[src/rtl/min_max_pkg.sv]
// Shared definitions for the min/max finder family: one-hot state encoding and
// an index-width helper that never returns zero.
package min_max_pkg;

  typedef enum logic [3:0] {
    S_INI  = 4'b0001,
    S_LOAD = 4'b0010,
    S_CMP  = 4'b0100,
    S_DONE = 4'b1000
  } state_e;

  // Index width for n elements; a single-element array still needs one bit.
  function automatic int unsigned clog2_min1(input int unsigned n);
    return (n <= 2) ? 1 : $clog2(n);
  endfunction

endpackage

[src/rtl/min_max_cmp_unit.sv]
// Dual comparator: flags a candidate element that strictly beats the running
// maximum or strictly undercuts the running minimum.
module min_max_cmp_unit #(
  parameter int unsigned WIDTH      = 8,
  parameter int unsigned SIGNED_CMP = 0
) (
  input  logic [WIDTH-1:0] elem,
  input  logic [WIDTH-1:0] cur_max,
  input  logic [WIDTH-1:0] cur_min,
  output logic             gt_max,
  output logic             lt_min
);

  generate
    if (SIGNED_CMP != 0) begin : gen_signed
      assign gt_max = $signed(elem) > $signed(cur_max);
      assign lt_min = $signed(elem) < $signed(cur_min);
    end else begin : gen_unsigned
      assign gt_max = elem > cur_max;
      assign lt_min = elem < cur_min;
    end
  endgenerate

endmodule

[src/rtl/min_max_finder_param.sv]
// Parametrised min/max finder: scans a writable DEPTH x WIDTH array one element
// per clock after Start, reports extremes and first-occurrence indices.
module min_max_finder_param
  import min_max_pkg::*;
#(
  parameter  int unsigned WIDTH      = 8,
  parameter  int unsigned DEPTH      = 16,
  parameter  int unsigned SIGNED_CMP = 0,
  localparam int unsigned ADDR_W     = clog2_min1(DEPTH)
) (
  input  logic              Clk,
  input  logic              Reset_n,
  input  logic              We,
  input  logic [ADDR_W-1:0] Waddr,
  input  logic [WIDTH-1:0]  Wdata,
  input  logic              Start,
  input  logic              Ack,
  output logic [WIDTH-1:0]  Max,
  output logic [WIDTH-1:0]  Min,
  output logic [ADDR_W-1:0] Max_idx,
  output logic [ADDR_W-1:0] Min_idx,
  output logic              Qi,
  output logic              Ql,
  output logic              Qc,
  output logic              Qd
);

  logic [WIDTH-1:0] M [0:DEPTH-1];

  state_e            state_q, state_d;
  logic [ADDR_W-1:0] i_q, i_d;
  logic [WIDTH-1:0]  max_q, max_d;
  logic [WIDTH-1:0]  min_q, min_d;
  logic [ADDR_W-1:0] max_idx_q, max_idx_d;
  logic [ADDR_W-1:0] min_idx_q, min_idx_d;

  logic              wr_en_c;
  logic              last_c;
  logic [WIDTH-1:0]  elem_c;
  logic              gt_max;
  logic              lt_min;

  // Array is frozen during a scan; out-of-range addresses are dropped.
  assign wr_en_c = We && ((state_q == S_INI) || (state_q == S_DONE)) &&
                   (32'(Waddr) < DEPTH);

  always_ff @(posedge Clk) begin
    if (wr_en_c) begin
      M[Waddr] <= Wdata;
    end
  end

  assign elem_c = M[i_q];
  assign last_c = (i_q == ADDR_W'(DEPTH - 1));

  min_max_cmp_unit #(
    .WIDTH      (WIDTH),
    .SIGNED_CMP (SIGNED_CMP)
  ) u_cmp (
    .elem    (elem_c),
    .cur_max (max_q),
    .cur_min (min_q),
    .gt_max  (gt_max),
    .lt_min  (lt_min)
  );

  always_ff @(posedge Clk or negedge Reset_n) begin
    if (!Reset_n) begin
      state_q   <= S_INI;
      i_q       <= '0;
      max_q     <= '0;
      min_q     <= '0;
      max_idx_q <= '0;
      min_idx_q <= '0;
    end else begin
      state_q   <= state_d;
      i_q       <= i_d;
      max_q     <= max_d;
      min_q     <= min_d;
      max_idx_q <= max_idx_d;
      min_idx_q <= min_idx_d;
    end
  end

  // Next-state and datapath; strict compares keep the first occurrence.
  always_comb begin
    state_d   = state_q;
    i_d       = i_q;
    max_d     = max_q;
    min_d     = min_q;
    max_idx_d = max_idx_q;
    min_idx_d = min_idx_q;
    case (state_q)
      S_INI: begin
        if (Start) state_d = S_LOAD;
      end
      S_LOAD: begin
        max_d     = M[0];
        min_d     = M[0];
        max_idx_d = '0;
        min_idx_d = '0;
        i_d       = ADDR_W'(1);
        state_d   = (DEPTH == 1) ? S_DONE : S_CMP;
      end
      S_CMP: begin
        if (gt_max) begin
          max_d     = elem_c;
          max_idx_d = i_q;
        end
        if (lt_min) begin
          min_d     = elem_c;
          min_idx_d = i_q;
        end
        if (last_c) state_d = S_DONE;
        else        i_d     = i_q + ADDR_W'(1);
      end
      S_DONE: begin
        if (Ack) state_d = S_INI;
      end
      default: state_d = S_INI;
    endcase
  end

  assign Max     = max_q;
  assign Min     = min_q;
  assign Max_idx = max_idx_q;
  assign Min_idx = min_idx_q;
  assign Qi      = (state_q == S_INI);
  assign Ql      = (state_q == S_LOAD);
  assign Qc      = (state_q == S_CMP);
  assign Qd      = (state_q == S_DONE);

endmodule

[config.mk]
export PLATFORM = sky130hd
export DESIGN_NAME = min_max_finder_param
export DESIGN_NICKNAME = d
export VERILOG_FILES = /design/src/rtl/min_max_pkg.sv /design/src/rtl/min_max_cmp_unit.sv /design/src/rtl/min_max_finder_param.sv
export SDC_FILE = /design/constraint.sdc
export NUM_CORES = 1
export LEC_CHECK = 0
export ABC_AREA = 1
export BUFFER_PORTS_ARGS = -buffer_cell sky130_fd_sc_hd__buf_2
export CAP_MARGIN = 5
export CORE_MARGIN = 1
export CORE_UTILIZATION = 40
export DETAILED_ROUTE_END_ITERATION = 10
export GPL_TIMING_DRIVEN = 0
export SYNTH_ARGS = -nofsm -noshare
export SYNTH_HDL_FRONTEND = slang
export SYNTH_SLANG_ARGS = --single-unit
[constraint.sdc]
create_clock -name Clk -period 2.5 [get_ports Clk]
set_input_delay 0.5 -clock Clk [delete_from_list [all_inputs] [get_ports Clk]]
set_output_delay 0.5 -clock Clk [all_outputs]
set_load 0.01 [all_outputs]
== Yosys cells after proc, flatten, opt, wreduce, memory -nomap -nowiden ==
Memory sizes are Yosys's and may differ from the RTL's.
Index checks and enable logic that the tools add are counted.
Word-level totals
  register bits after elaboration: 32
  bits in latches: 0
  memory bits (writable): 128
  memory bits (read-only): 0
  input port bits: 17
  output and inout bits: 28
  logic and storage cells: 44
  memories kept: 1
Cells by class
  $add $sub $neg: 1
  multiply operators: 0
  div/mod/pow operators: 0
  magnitude comparators: 2
  eq/ne operators: 11
  shifts and indexed selects: 0
  multiplexer cells: 16
  bitwise logic cells: 0
  reductions and logical operators: 7
Memories
  M: depth 16, bits a word 8, read ports 2, clocked after memory_dff 0, wr ports 1, line min_max_finder_param.sv:28  | logic [WIDTH-1:0] M [0:DEPTH-1];
Operator list (number)
  $pmux 8 s2: 2
  $mux 4: 6
  $pmux 4 s2: 3
  $mux 8: 2
  $pmux 4 s4: 1
  $eq 4x4->1 const B: 2
  $gt 8x8->1: 1
  $lt 8x8->1: 1
  $ne 2x1->1 const B: 3
  $ne 2x2->1 const B: 3
  $reduce_and 2->1: 3
  $add 4x1->4 const B: 1
  $eq 4x1->1 const B: 1
  $eq 4x2->1 const B: 1
  $eq 4x3->1 const B: 1
  $reduce_and 3->1: 1
  $mux 1: 2
  $reduce_bool 2->1: 1
  $logic_and 1x1->1: 1
  $logic_or 1x1->1: 1

== Longest topological paths before layout ==
Gate-level depths: netlist of the first run.
  depth after elaboration: 5
  gate-level depth with buffers: 20
  depth with buffers taken out: 18

== Hierarchy ==
A second synthesis of the first run with hierarchy kept.
Second synthesis, totals
  cell total of the unflattened synthesis: 754
  area total of the unflattened synthesis: 7433.4 µm²
Modules (own cells, without submodules)
  min_max_finder_param: times used 1, cells an instance 688, area each 7031.7 µm², seq. area each 4645.7 µm²
  min_max_cmp_unit: times used 1, cells an instance 66, area each 401.6 µm², seq. area each 0.0 µm²

== Worst setup path before layout of the first run ==
Ideal clock, no wire load.
  kind: register to register
  from: reg i_q[0]
  to: reg max_q[4] (netlist: Max[4])
  library setup time: 0.077 ns
  data arrival time: 2.676 ns
  required time: 2.423 ns
  slack: -0.253 ns
  cell stages (with the launch flop): 19
  period minus slack after synthesis: 2.753 ns
  cells stage by stage: dfrtp_1 > inv_2 > buf_6 > buf_4 > buf_2 > nor2_1 > o22ai_1 > o211ai_1 > nand2_1 > ha_1 > nand2_1 > o21ai_0 > nand2_1 > o211ai_1 > nand3_1 > nand2_1 > clkbuf_1 > nand2_1 > o21ai_1
Between the ends
  cells in the longest elaborated chain, start to end: 4
Ends and longest elaborated chain
  from (decl): line min_max_finder_param.sv:31  | logic [ADDR_W-1:0] i_q, i_d;
  from (signal assigned): line min_max_finder_param.sv:77  | i_q <= i_d;
  $mem_v2 16x8 (*)
  $gt 8x8->1: line min_max_cmp_unit.sv:19  | assign gt_max = elem > cur_max;
  $ne 2x1->1 (no line)
  $reduce_and 2->1 (no line)
  to (signal assigned): line min_max_finder_param.sv:78  | max_q <= max_d;
  to (decl): line min_max_finder_param.sv:32  | logic [WIDTH-1:0] max_q, max_d;
Mark *: on every way between the ends. The rest lies on a longest branch, timed or not. The select of a mux whose other input is x is not followed.
A chain may end at the register's enable or synchronous reset.

== Worst setup path after layout of the first run ==
  from: reg i_q[0]
  to: reg max_idx_q[2] (netlist: Max_idx[2])
Between the ends
  cells in the longest elaborated chain, start to end: 4
Ends and longest elaborated chain
  $mem_v2 16x8
  $gt 8x8->1: line min_max_cmp_unit.sv:19
  $ne 2x1->1 (no line)
  $reduce_and 2->1 (no line)
  to (signal assigned): line min_max_finder_param.sv:80  | max_idx_q <= max_idx_d;
  to (decl): line min_max_finder_param.sv:34  | logic [ADDR_W-1:0] max_idx_q, max_idx_d;
Every way passes these cells.

==> results of run 1 <==
report_power, final:
| group | total, mW | internal [mW] | switching (mW) |
|---|---|---|---|
| sequential | 3.30 | 3.12 | 0.176 |
| combinational | 4.50 | 1.84 | 2.66 |
| clock | 2.39 | 1.28 | 1.11 |
| total | 10.2 | 6.24 | 3.94 |
worst max-delay path, delay by kind of cell, from the launching register on:
family          cells  cell delay (ns)
fa+ha+maj           1             0.33
compound gates      4             0.60
simple gates        6             0.68
flops               1             0.47
buf+inv             3             0.43
mux                 1             0.32
kinds of logic (layout without fill, tap and decap cells):
group,after synthesis,in the layout,share of synthesized area
fa+ha+maj,16,16,0.0289
simple gates,227,228,0.136
mux,5,5,0.00813
flops,160,160,0.671
buf+inv,73,164,0.0461
compound gates,123,123,0.110
repair_timing:
item                                    CTS  global route
pin swaps                                12            44
endpoints found under the setup margin  152           121
resized for setup                        72            79
cloned                                    4             0
setup buffers                             5             9
per-layer routing:
layer  up-vias  part of all wire  GRT usage
met5         -                 0          0
met4         0             0.020     0.0694
met3        31             0.055     0.0419
met2       168              0.49      0.368
met1      2459              0.43      0.281
li1       2322                 -          -
how the worst max path moves through the flow:
stage	startpoint	to	slack [ns]	depth (start not counted)
floorplan	i_q[0]$_DFFE_PN0P_	Max[0]$_DFFE_PN0P_	-0.06	16
finish	i_q[0]$_DFFE_PN0P_	Max_idx[2]$_DFFE_PN0P_	-0.46	15
CTS	i_q[0]$_DFFE_PN0P_	Max_idx[2]$_DFFE_PN0P_	-0.40	15
detailed placement	i_q[2]$_DFFE_PN0P_	Max[4]$_DFFE_PN0P_	-0.96	16
global route	i_q[0]$_DFFE_PN0P_	Max_idx[2]$_DFFE_PN0P_	-0.58	13
global placement	i_q[2]$_DFFE_PN0P_	Max[4]$_DFFE_PN0P_	-0.89	16
stage by stage:
stage | instances | setup TNS, ns | power (mW) | cell area, sq um | hold slack (ns)
CTS | 907 | -8.48 | 9.55 | 8310 | 0.133
floorplan | 604 | -0.520 | 5.66 | 6980 | 0.204
global route | 916 | -13.28 | 10.8 | 8700 | 0.171
detailed placement | 868 | -31.14 | 6.76 | 7480 | 0.495
finish | 916 | -10.36 | 10.2 | 8700 | 0.122
global placement | 868 | -21.98 | 6.67 | 7480 | 0.491
final cells by class:
class	instances	area (sq um)
Fill cell	1445	8060
Clock inverter	14	108
Buffer	30	279
Clock buffer	18	429
Sequential cell	160	4650
Timing Repair Buffer	61	412
Tap cell	220	275
Multi-Input combinational cell	372	2390
Inverter	41	159
cell usage in the layout, fill, tap and decap left out, types with 10 or more instances in the layout:
master / Yosys / final
inv_1: 37 / 37
ha_1: 16 / 10
edfxtp_1: 128 / 128
nor2_2: 0 / 10
o21ai_1: 25 / 29
dfrtp_1: 31 / 29
nor2_4: 0 / 17
nand2_2: 2 / 18
o21ai_0: 43 / 37
o221ai_1: 21 / 15
nand2_1: 84 / 65
buf_2: 9 / 46
buf_4: 3 / 11
nor2_1: 93 / 66
clkbuf_16: 0 / 17
nand3_1: 39 / 32
registers in the layout, indices dropped and copies added (netlist names):
name     flops
i_q          4
state_q      4
Max_idx      4
Min_idx      4
M          128
Max          8
Min          8
==> flow_summary.json, run 1 <==
{
  "synthArstFlopShare": 0.200,
  "p_leak_nw": 3.25,
  "antennaDiodeCount": 0,
  "dp_hpwl_um": 12300,
  "finalCritPeriodShare": 1.19,
  "cts_buffers": 17,
  "hp-class": "in2async",
  "synth-edff-count": 128,
  "status": "complete, but fails checks",
  "area_delta_synth_final_pct": 25.7,
  "io_buffer_count": 44,
  "worstSetupStartpointType": "flip-flop",
  "powerDensity_mw_per_mm2": 1170,
  "rows": 47,
  "dieHeight_um": 134,
  "syn_nets": 637,
  "dr.pass1.iters": 5,
  "detail_route.wl_per_cell_um": 20.3,
  "clkSinkCount": 160,
  "die-area_sq_mm": 0.0178,
  "required_ns": 2.81,
  "synth_ff_type": "edfxtp_1",
  "critPathMaxFanout": 8,
  "core_area_sq_mm": 0.0168,
  "irDropWorstVdd_mv": 0.607,
  "drc": 0,
  "synth_area_sq_mm": 0.00692,
  "clockBufferDepth": 2,
  "antenna_found_initial": 0,
  "gp_congestion": 0.787,
  "fin_ws_ns": -0.464,
  "max_slew_margin": 0.530,
  "clockRootBuffer": "clkbuf_16",
  "grt_start_max_net_pins": 33,
  "drv_slew": 0,
  "max_stage_delay_ns": 0.47,
  "drive_above_1_share": 0.303,
  "grt_pass1_wl_um": 28300,
  "nets": 716,
  "worst-setup-path-type": "reg2reg",
  "grtUsageTotal": 0.217,
  "synthTopCellsByArea": "edfxtp_1 (56%), dfrtp_1 (11%), nor2_1 (5.0%)",
  "synth_seq_cells": 160,
  "fin_skew_ns": 0.0140,
  "routed_wl_um": 18600,
  "timing.rr.end": "Max_idx[2]$_DFFE_PN0P_",
  "holdBufCountCts": 0,
  "end_kind": "flip-flop",
  "worst_slew_pin_slew_ns": 0.706,
  "finish.utilization": 0.519,
  "seq_area_frac_synth": 0.671,
  "htreeDepth": 4,
  "r2r-start": "i_q[0]$_DFFE_PN0P_",
  "grt_pass1_vias": 4919,
  "clkTransAtPathRegs_ns": 0.06,
  "tritoncts": "built",
  "grt_overflow": 0,
  "yosysWarnings": 0,
  "finalHoldViolCount": 0,
  "yosys.area.top_type": "edfxtp_1",
  "yosysMostFrequentCell": "edfxtp_1",
  "vias": 4980,
  "cap_violations": 0,
  "syn_inst": 604,
  "violations": "setup timing",
  "synth_common_cells": "edfxtp_1 (128), nor2_1 (93), nand2_1 (84)",
  "place_ws_ns": -0.963,
  "rrSetupSlack_ns": -0.46,
  "rsz0062_at_grt": "true",
  "fin_crit_ns": 2.96,
  "postRouteAntennaNets": 0,
  "cp_slowest_cell": "dfrtp_2",
  "max_freq_ghz": 0.337,
  "syn-mean-instance-area_sq_um": 11.5,
  "cp_cell_sequence": "buf_6 > buf_12 > buf_12 > nor2_4 > o22ai_1 > o211ai_1 > nand2_1 > ha_1 > nand2_2 > o21ai_1 > nand2_1 > o211ai_1 > nand3_2 > nand2_4 > mux2_4",
  "synth.top_cell.area_share": 0.555,
  "clk_latency_ns": 0.43,
  "start_util": 0.413,
  "pin_count": 45,
  "viasPerCell": 5.44,
  "die_w_um": 134,
  "ys_types": 31,
  "finalSetupViolations": 24,
  "drt_iter0_markers": 536,
  "rr_worst_depth": 15,
  "cp.arrival_ns": 3.27
}
Power figures use the tool's default switching activity.
==> run 2: changes to the inputs <==
Settings changed: ABC_AREA 1 to not set, CELL_PAD_IN_SITES_DETAIL_PLACEMENT set to 1, CELL_PAD_IN_SITES_GLOBAL_PLACEMENT set to 2, PLACE_DENSITY_LB_ADDON set to 0.1, SYNTH_HIERARCHICAL set to 1.
==> flow_summary.json, run 2 <==
{
  "status": "complete, but fails checks",
  "violations": "setup timing",
  "ys_types": 44,
  "rows": 46,
  "viasPerCell": 5.33,
  "synth_ff_type": "edfxtp_1",
  "nets": 522,
  "layout_common_cells": "edfxtp_1 (128), buf_2 (45), mux4_2 (32)",
  "clk_latency_ns": 0.43,
  "rrSetupSlack_ns": -0.72,
  "synth_common_cells": "edfxtp_1 (128), mux4_2 (32), dfrtp_1 (31)",
  "required_ns": 2.85,
  "cp_slowest_cell": "mux4_2",
  "finalCritPeriodShare": 1.29,
  "grt_start_max_net_pins": 33,
  "core_area_sq_mm": 0.0161,
  "grt_pass1_wl_um": 24300,
  "cp_cell_sequence": "buf_8 > buf_12 > buf_4 > mux4_2 > a22oi_2 > nand2_2 > ha_1 > a21oi_1 > o21ai_0 > o22a_2 > a21oi_4 > buf_6 > buf_12 > nand2_2 > o21ai_2",
  "worst-setup-path-type": "reg2reg",
  "drv_slew": 0,
  "max_stage_delay_ns": 0.51,
  "top_register": "M",
  "finalNonFillerCells": 718,
  "pin_count": 45,
  "cap_violations": 0,
  "whs_ns": 0.131,
  "gp_congestion": 0.738,
  "synthArstFlopShare": 0.200,
  "end_kind": "flip-flop",
  "max_slew_margin": 0.465,
  "synth.top_cell.area_share": 0.574,
  "final_common_cell": "edfxtp_1",
  "die-area_sq_mm": 0.0173,
  "hp-class": "in2async",
  "yosys.area.top_type": "edfxtp_1",
  "clkTransAtPathRegs_ns": 0.06,
  "worstSetupStartpointType": "flip-flop",
  "setup_tns_ns": -16.22,
  "rsz0062_at_grt": "true",
  "syn_inst": 394,
  "area_delta_synth_final_pct": 26.8,
  "syn_nets": 427,
  "critPathMaxFanout": 6,
  "detail_route.wl_per_cell_um": 21.9,
  "tritoncts": "built",
  "drive_above_1_share": 0.450,
  "die_w_um": 131,
  "powerDensity_mw_per_mm2": 985,
  "yosysMostFrequentCell": "edfxtp_1",
  "synth_area_sq_mm": 0.00670,
  "grt_overflow": 0,
  "routed_wl_um": 15700,
  "fin_crit_ns": 3.22,
  "dieHeight_um": 131,
  "grtUsageTotal": 0.196,
  "synth-edff-count": 128,
  "seq_area_frac_synth": 0.694,
  "max_freq_ghz": 0.310,
  "yosysWarnings": 6,
  "synthTopCellsByArea": "edfxtp_1 (57%), dfrtp_1 (12%), mux4_2 (11%)",
  "vias": 3825,
  "io_buffer_count": 44,
  "start_util": 0.416,
  "syn-mean-instance-area_sq_um": 17.0,
  "cp.arrival_ns": 3.57,
  "holdBufCountCts": 0,
  "place_inst": 656,
  "finish.utilization": 0.527,
  "fin_skew_ns": 0.00911,
  "clockRootBuffer": "clkbuf_16",
  "clkSinkCount": 160,
  "irDropWorstVdd_mv": 0.860,
  "antenna_found_initial": 0,
  "synth_seq_cells": 160,
  "worst_slew_pin_slew_ns": 0.799,
  "fin_ws_ns": -0.722,
  "clockBufferDepth": 2,
  "p_leak_nw": 3.10,
  "antennaDiodeCount": 0,
  "dr.pass1.iters": 4,
  "grt_pass1_vias": 4129,
  "htreeDepth": 4,
  "finalSetupViolations": 24,
  "postRouteAntennaNets": 0,
  "cts_buffers": 17,
  "dp_hpwl_um": 10300,
  "finalHoldViolCount": 0,
  "largest_reg_flops": 128,
  "fillCellCount": 1495,
  "drt_iter0_markers": 242,
  "drc": 0
}
==> run 2: cell types whose count changed in the layout (fill, tap and decap cells not counted), sizes merged, moves of 16 or more <==
cell,before,now
nor2,93,17
nand2,88,22
a22oi,0,16
o221ai,21,0
o21ai,68,13
inv,45,27
nand3,39,2
a221o,0,16
mux4,0,32
==> run 2: kinds of logic (layout without fill, tap and decap cells) <==
logic type	after synthesis	in the layout	share of synthesized area
flops	160	160	0.694
fa+ha+maj	16	16	0.0299
simple gates	78	78	0.0620
xor+xnor	1	1	0.00131
mux	35	35	0.113
buf+inv	39	147	0.0284
compound gates	65	65	0.0719
==> run 2: what timing repair did <==
| action | in CTS | in global routing |
|---|---|---|
| gates resized for setup | 62 | 26 |
| cloned | 2 | 0 |
| setup endpoints to repair | 78 | 115 |
| buffers inserted | 26 | 7 |
| pin swaps | 35 | 17 |
==> run 2: area by class of cell <==
| type | count | area [sq um] | share of cell area |
|---|---|---|---|
| inverters | 19 | 71.3 | 0.00840 |
| clock buffers | 17 | 425 | 0.0501 |
| plain buffers | 17 | 159 | 0.0187 |
| multi-input cells | 195 | 2210 | 0.260 |
| repair buffers | 79 | 533 | 0.0628 |
| well taps | 216 | 270 | 0.0318 |
| clock inverters | 15 | 174 | 0.0205 |
| flip-flops and latches | 160 | 4650 | 0.547 |
==> run 2: critical path: cells and delay by family (launching register included) <==
kind                       cells  cell delay, ns
adders and majority gates      1            0.34
muxes                          1            0.51
DFF                            1            0.39
buffers and inverters          5            0.71
AOI/OAI and AO/OA              6            0.99
and+or+nand+nor                2            0.18
==> run 2: routing by layer <==
| layer | track usage | part of all wire | wire, um |
|---|---|---|---|
| met5 | 0 | 0 | 0 |
| met4 | 0.0665 | 0.0093 | 146 |
| met3 | 0.0401 | 0.036 | 560 |
| met2 | 0.326 | 0.51 | 8040 |
| met1 | 0.258 | 0.44 | 6950 |
==> run 2: worst paths after layout <==
check	depth (start not counted)	startpoint	end
worst max register to register	15	i_q[0]$_DFFE_PN0P_	Max_idx[3]$_DFFE_PN0P_
worst max-delay path	15	i_q[0]$_DFFE_PN0P_	Max_idx[3]$_DFFE_PN0P_
worst min register to register	2	Min_idx[0]$_DFFE_PN0P_	Min_idx[0]$_DFFE_PN0P_
max in group asynchronous	1	Reset_n	i_q[1]$_DFFE_PN0P_
worst min-delay path	1	Reset_n	state_q[1]$_DFFE_PN0P_
min in group Clk	1	Wdata[6]	M[7][6]$_DFFE_PP_
==> run 2: per-stage QoR <==
step                      setup slack [ns]  area, sq um  power (mW)
after floorplan                     -0.448         6770        4.50
after global placement               -1.44         7260        5.05
after detailed placement             -1.46         7270        5.10
after CTS                           -0.799         8350        8.22
after global routing                -0.872         8490        8.75
final                               -0.722         8490        8.36
==> run 2: power breakdown <==
group	switching, mW	internal [mW]
Sequential	0.171	3.09
Combinational	1.25	1.22
Clock	1.12	1.50
==> run 3: changes to the inputs <==
Settings changed: BUFFER_PORTS_ARGS -buffer_cell sky130_fd_sc_hd__buf_2 to -buffer_cell sky130_fd_sc_hd__buf_4.
==> flow_summary.json, run 3 (same netlist as run 2, synthesis figures left out) <==
{
  "largest_reg_flops": 128,
  "gp_congestion": 0.735,
  "grt_pass1_wl_um": 23700,
  "die-area_sq_mm": 0.0173,
  "status": "complete, but fails checks",
  "required_ns": 2.80,
  "post_dp_cell_area_sq_mm": 0.00738,
  "clkTransAtPathRegs_ns": 0.06,
  "grt_pass1_vias": 4133,
  "antenna_found_initial": 0,
  "io_buffer_count": 44,
  "fillCellCount": 1510,
  "tritoncts": "built",
  "finish.utilization": 0.524,
  "viasPerCell": 5.41,
  "vias": 3849,
  "multiInputGateArea_sq_mm": 0.00214,
  "drc": 0,
  "finalHoldViolCount": 0,
  "end_kind": "flip-flop",
  "setup_tns_ns": -17.28,
  "report.power.total_mw": 8.08,
  "clkSinkCount": 160,
  "holdBufCountCts": 0,
  "nets": 516,
  "irDropWorstVdd_mv": 0.505,
  "die_w_um": 131,
  "stdcell_area_sq_mm": 0.00844,
  "clk_latency_ns": 0.42,
  "htreeDepth": 4,
  "max_freq_ghz": 0.306,
  "postRouteAntennaNets": 0,
  "core_area_sq_mm": 0.0161,
  "clockBufferDepth": 2,
  "violations": "setup timing",
  "cp.arrival_ns": 3.58,
  "clockRootBuffer": "clkbuf_16",
  "critPathMaxFanout": 8,
  "dieHeight_um": 131,
  "final_common_cell": "edfxtp_1",
  "worst-setup-path-type": "reg2reg",
  "pin_count": 45,
  "finalSetupViolations": 24,
  "comb_power_share": 0.294,
  "worst_slew_pin_slew_ns": 0.695,
  "grt_start_max_net_pins": 33,
  "dp_hpwl_um": 10500,
  "grt_overflow": 0,
  "powerDensity_mw_per_mm2": 957,
  "regArea_sq_mm": 0.00465,
  "fin_ws_ns": -0.771,
  "start_util": 0.416,
  "fin_skew_ns": 0.00860,
  "rsz0062_at_grt": "true",
  "max_slew_margin": 0.535,
  "area_delta_synth_final_pct": 26.1,
  "fin_crit_ns": 3.27,
  "cap_violations": 0,
  "finalCritPeriodShare": 1.31,
  "drv_slew": 0,
  "dr.pass1.iters": 4,
  "worstSetupStartpointType": "flip-flop",
  "cts_buffers": 17,
  "p_int_mw": 5.74,
  "antennaDiodeCount": 0,
  "seq_power_share": 0.403,
  "drive_above_1_share": 0.405,
  "p_leak_nw": 3.08,
  "grtUsageTotal": 0.191,
  "rows": 46,
  "clkPwrFrac": 0.302,
  "routed_wl_um": 15700,
  "power.share.switching": 0.289,
  "layout_common_cells": "edfxtp_1 (128), buf_4 (67), mux4_2 (32)",
  "top_register": "M",
  "netSwitchingPower_mw": 2.34,
  "drt_iter0_markers": 182,
  "hp-class": "in2async",
  "whs_ns": 0.0196,
  "detail_route.wl_per_cell_um": 22.1
}
-- run 3: critical path: stages (launching register included) --
cell and delay [ns]:
dfrtp_1 0.41, buf_12 0.15, buf_12 0.14, mux4_2 0.55, a22oi_2 0.33, nand2_2 0.11, ha_1 0.30, o211ai_1 0.08
o21ai_1 0.21, a41oi_2 0.20, a21oi_4 0.25, buf_12 0.13, mux2_4 0.28
-- run 3: area by class of cell --
type,instances,area share
plain buffers,19,0.0221
clock buffers,19,0.0513
clock inverters,13,0.0139
inverters,19,0.00845
multi-input cells,195,0.253
flip-flops and latches,160,0.550
well taps,216,0.0320
repair buffers,71,0.0689
-- run 3: path summary, 6_finish.rpt --
path / start / to / slack (ns) / cells past startpoint
worst max-delay path: i_q[0]$_DFFE_PN0P_ / Min_idx[1]$_DFFE_PN0P_ / -0.77 / 12
worst min-delay path: Reset_n / state_q[1]$_DFFE_PN0P_ / 0.02 / 1
worst max register to register: i_q[0]$_DFFE_PN0P_ / Min_idx[1]$_DFFE_PN0P_ / -0.77 / 12
worst min register to register: Max_idx[0]$_DFFE_PN0P_ / Max_idx[0]$_DFFE_PN0P_ / 0.48 / 2
max in group asynchronous: Reset_n / state_q[0]$_DFFE_PN1P_ / 2.15 / 1
min in group Clk: Wdata[6] / M[7][6]$_DFFE_PP_ / 0.40 / 1
-- run 3: layer usage --
metal  share of wire  GRT usage  routed length, um
met2            0.52      0.329               8120
met4           0.018     0.0691                282
met1            0.43      0.239               6730
met3           0.037     0.0394                577
met5               0          0                  0
-- run 3: power by group through the flow --
| stage | combinational (mW) | clock (mW) | sequential (mW) |
|---|---|---|---|
| after global placement | 1.85 | 0 | 3.30 |
| after detailed placement | 1.90 | 0 | 3.31 |
| after CTS | 2.27 | 2.49 | 3.26 |
| after floorplan | 1.17 | 0 | 3.33 |
| after global routing | 2.59 | 2.57 | 3.28 |
| final | 2.38 | 2.44 | 3.26 |
-- run 3: metrics by stage --
step	worst slack, ns	cells
2_1_floorplan	-0.448	394
3_3_place_gp	-1.42	654
3_5_place_dp	-1.47	656
4_1_cts	-0.818	709
5_1_grt	-0.867	712
6_report	-0.771	712
-- run 3: repair_timing --
| action | 4_1_cts | 5_1_grt |
|---|---|---|
| gates resized for setup | 46 | 28 |
| pin swaps | 18 | 15 |
| buffers inserted | 21 | 3 |
| setup endpoints to repair | 78 | 97 |
| gates cloned | 2 | 0 |
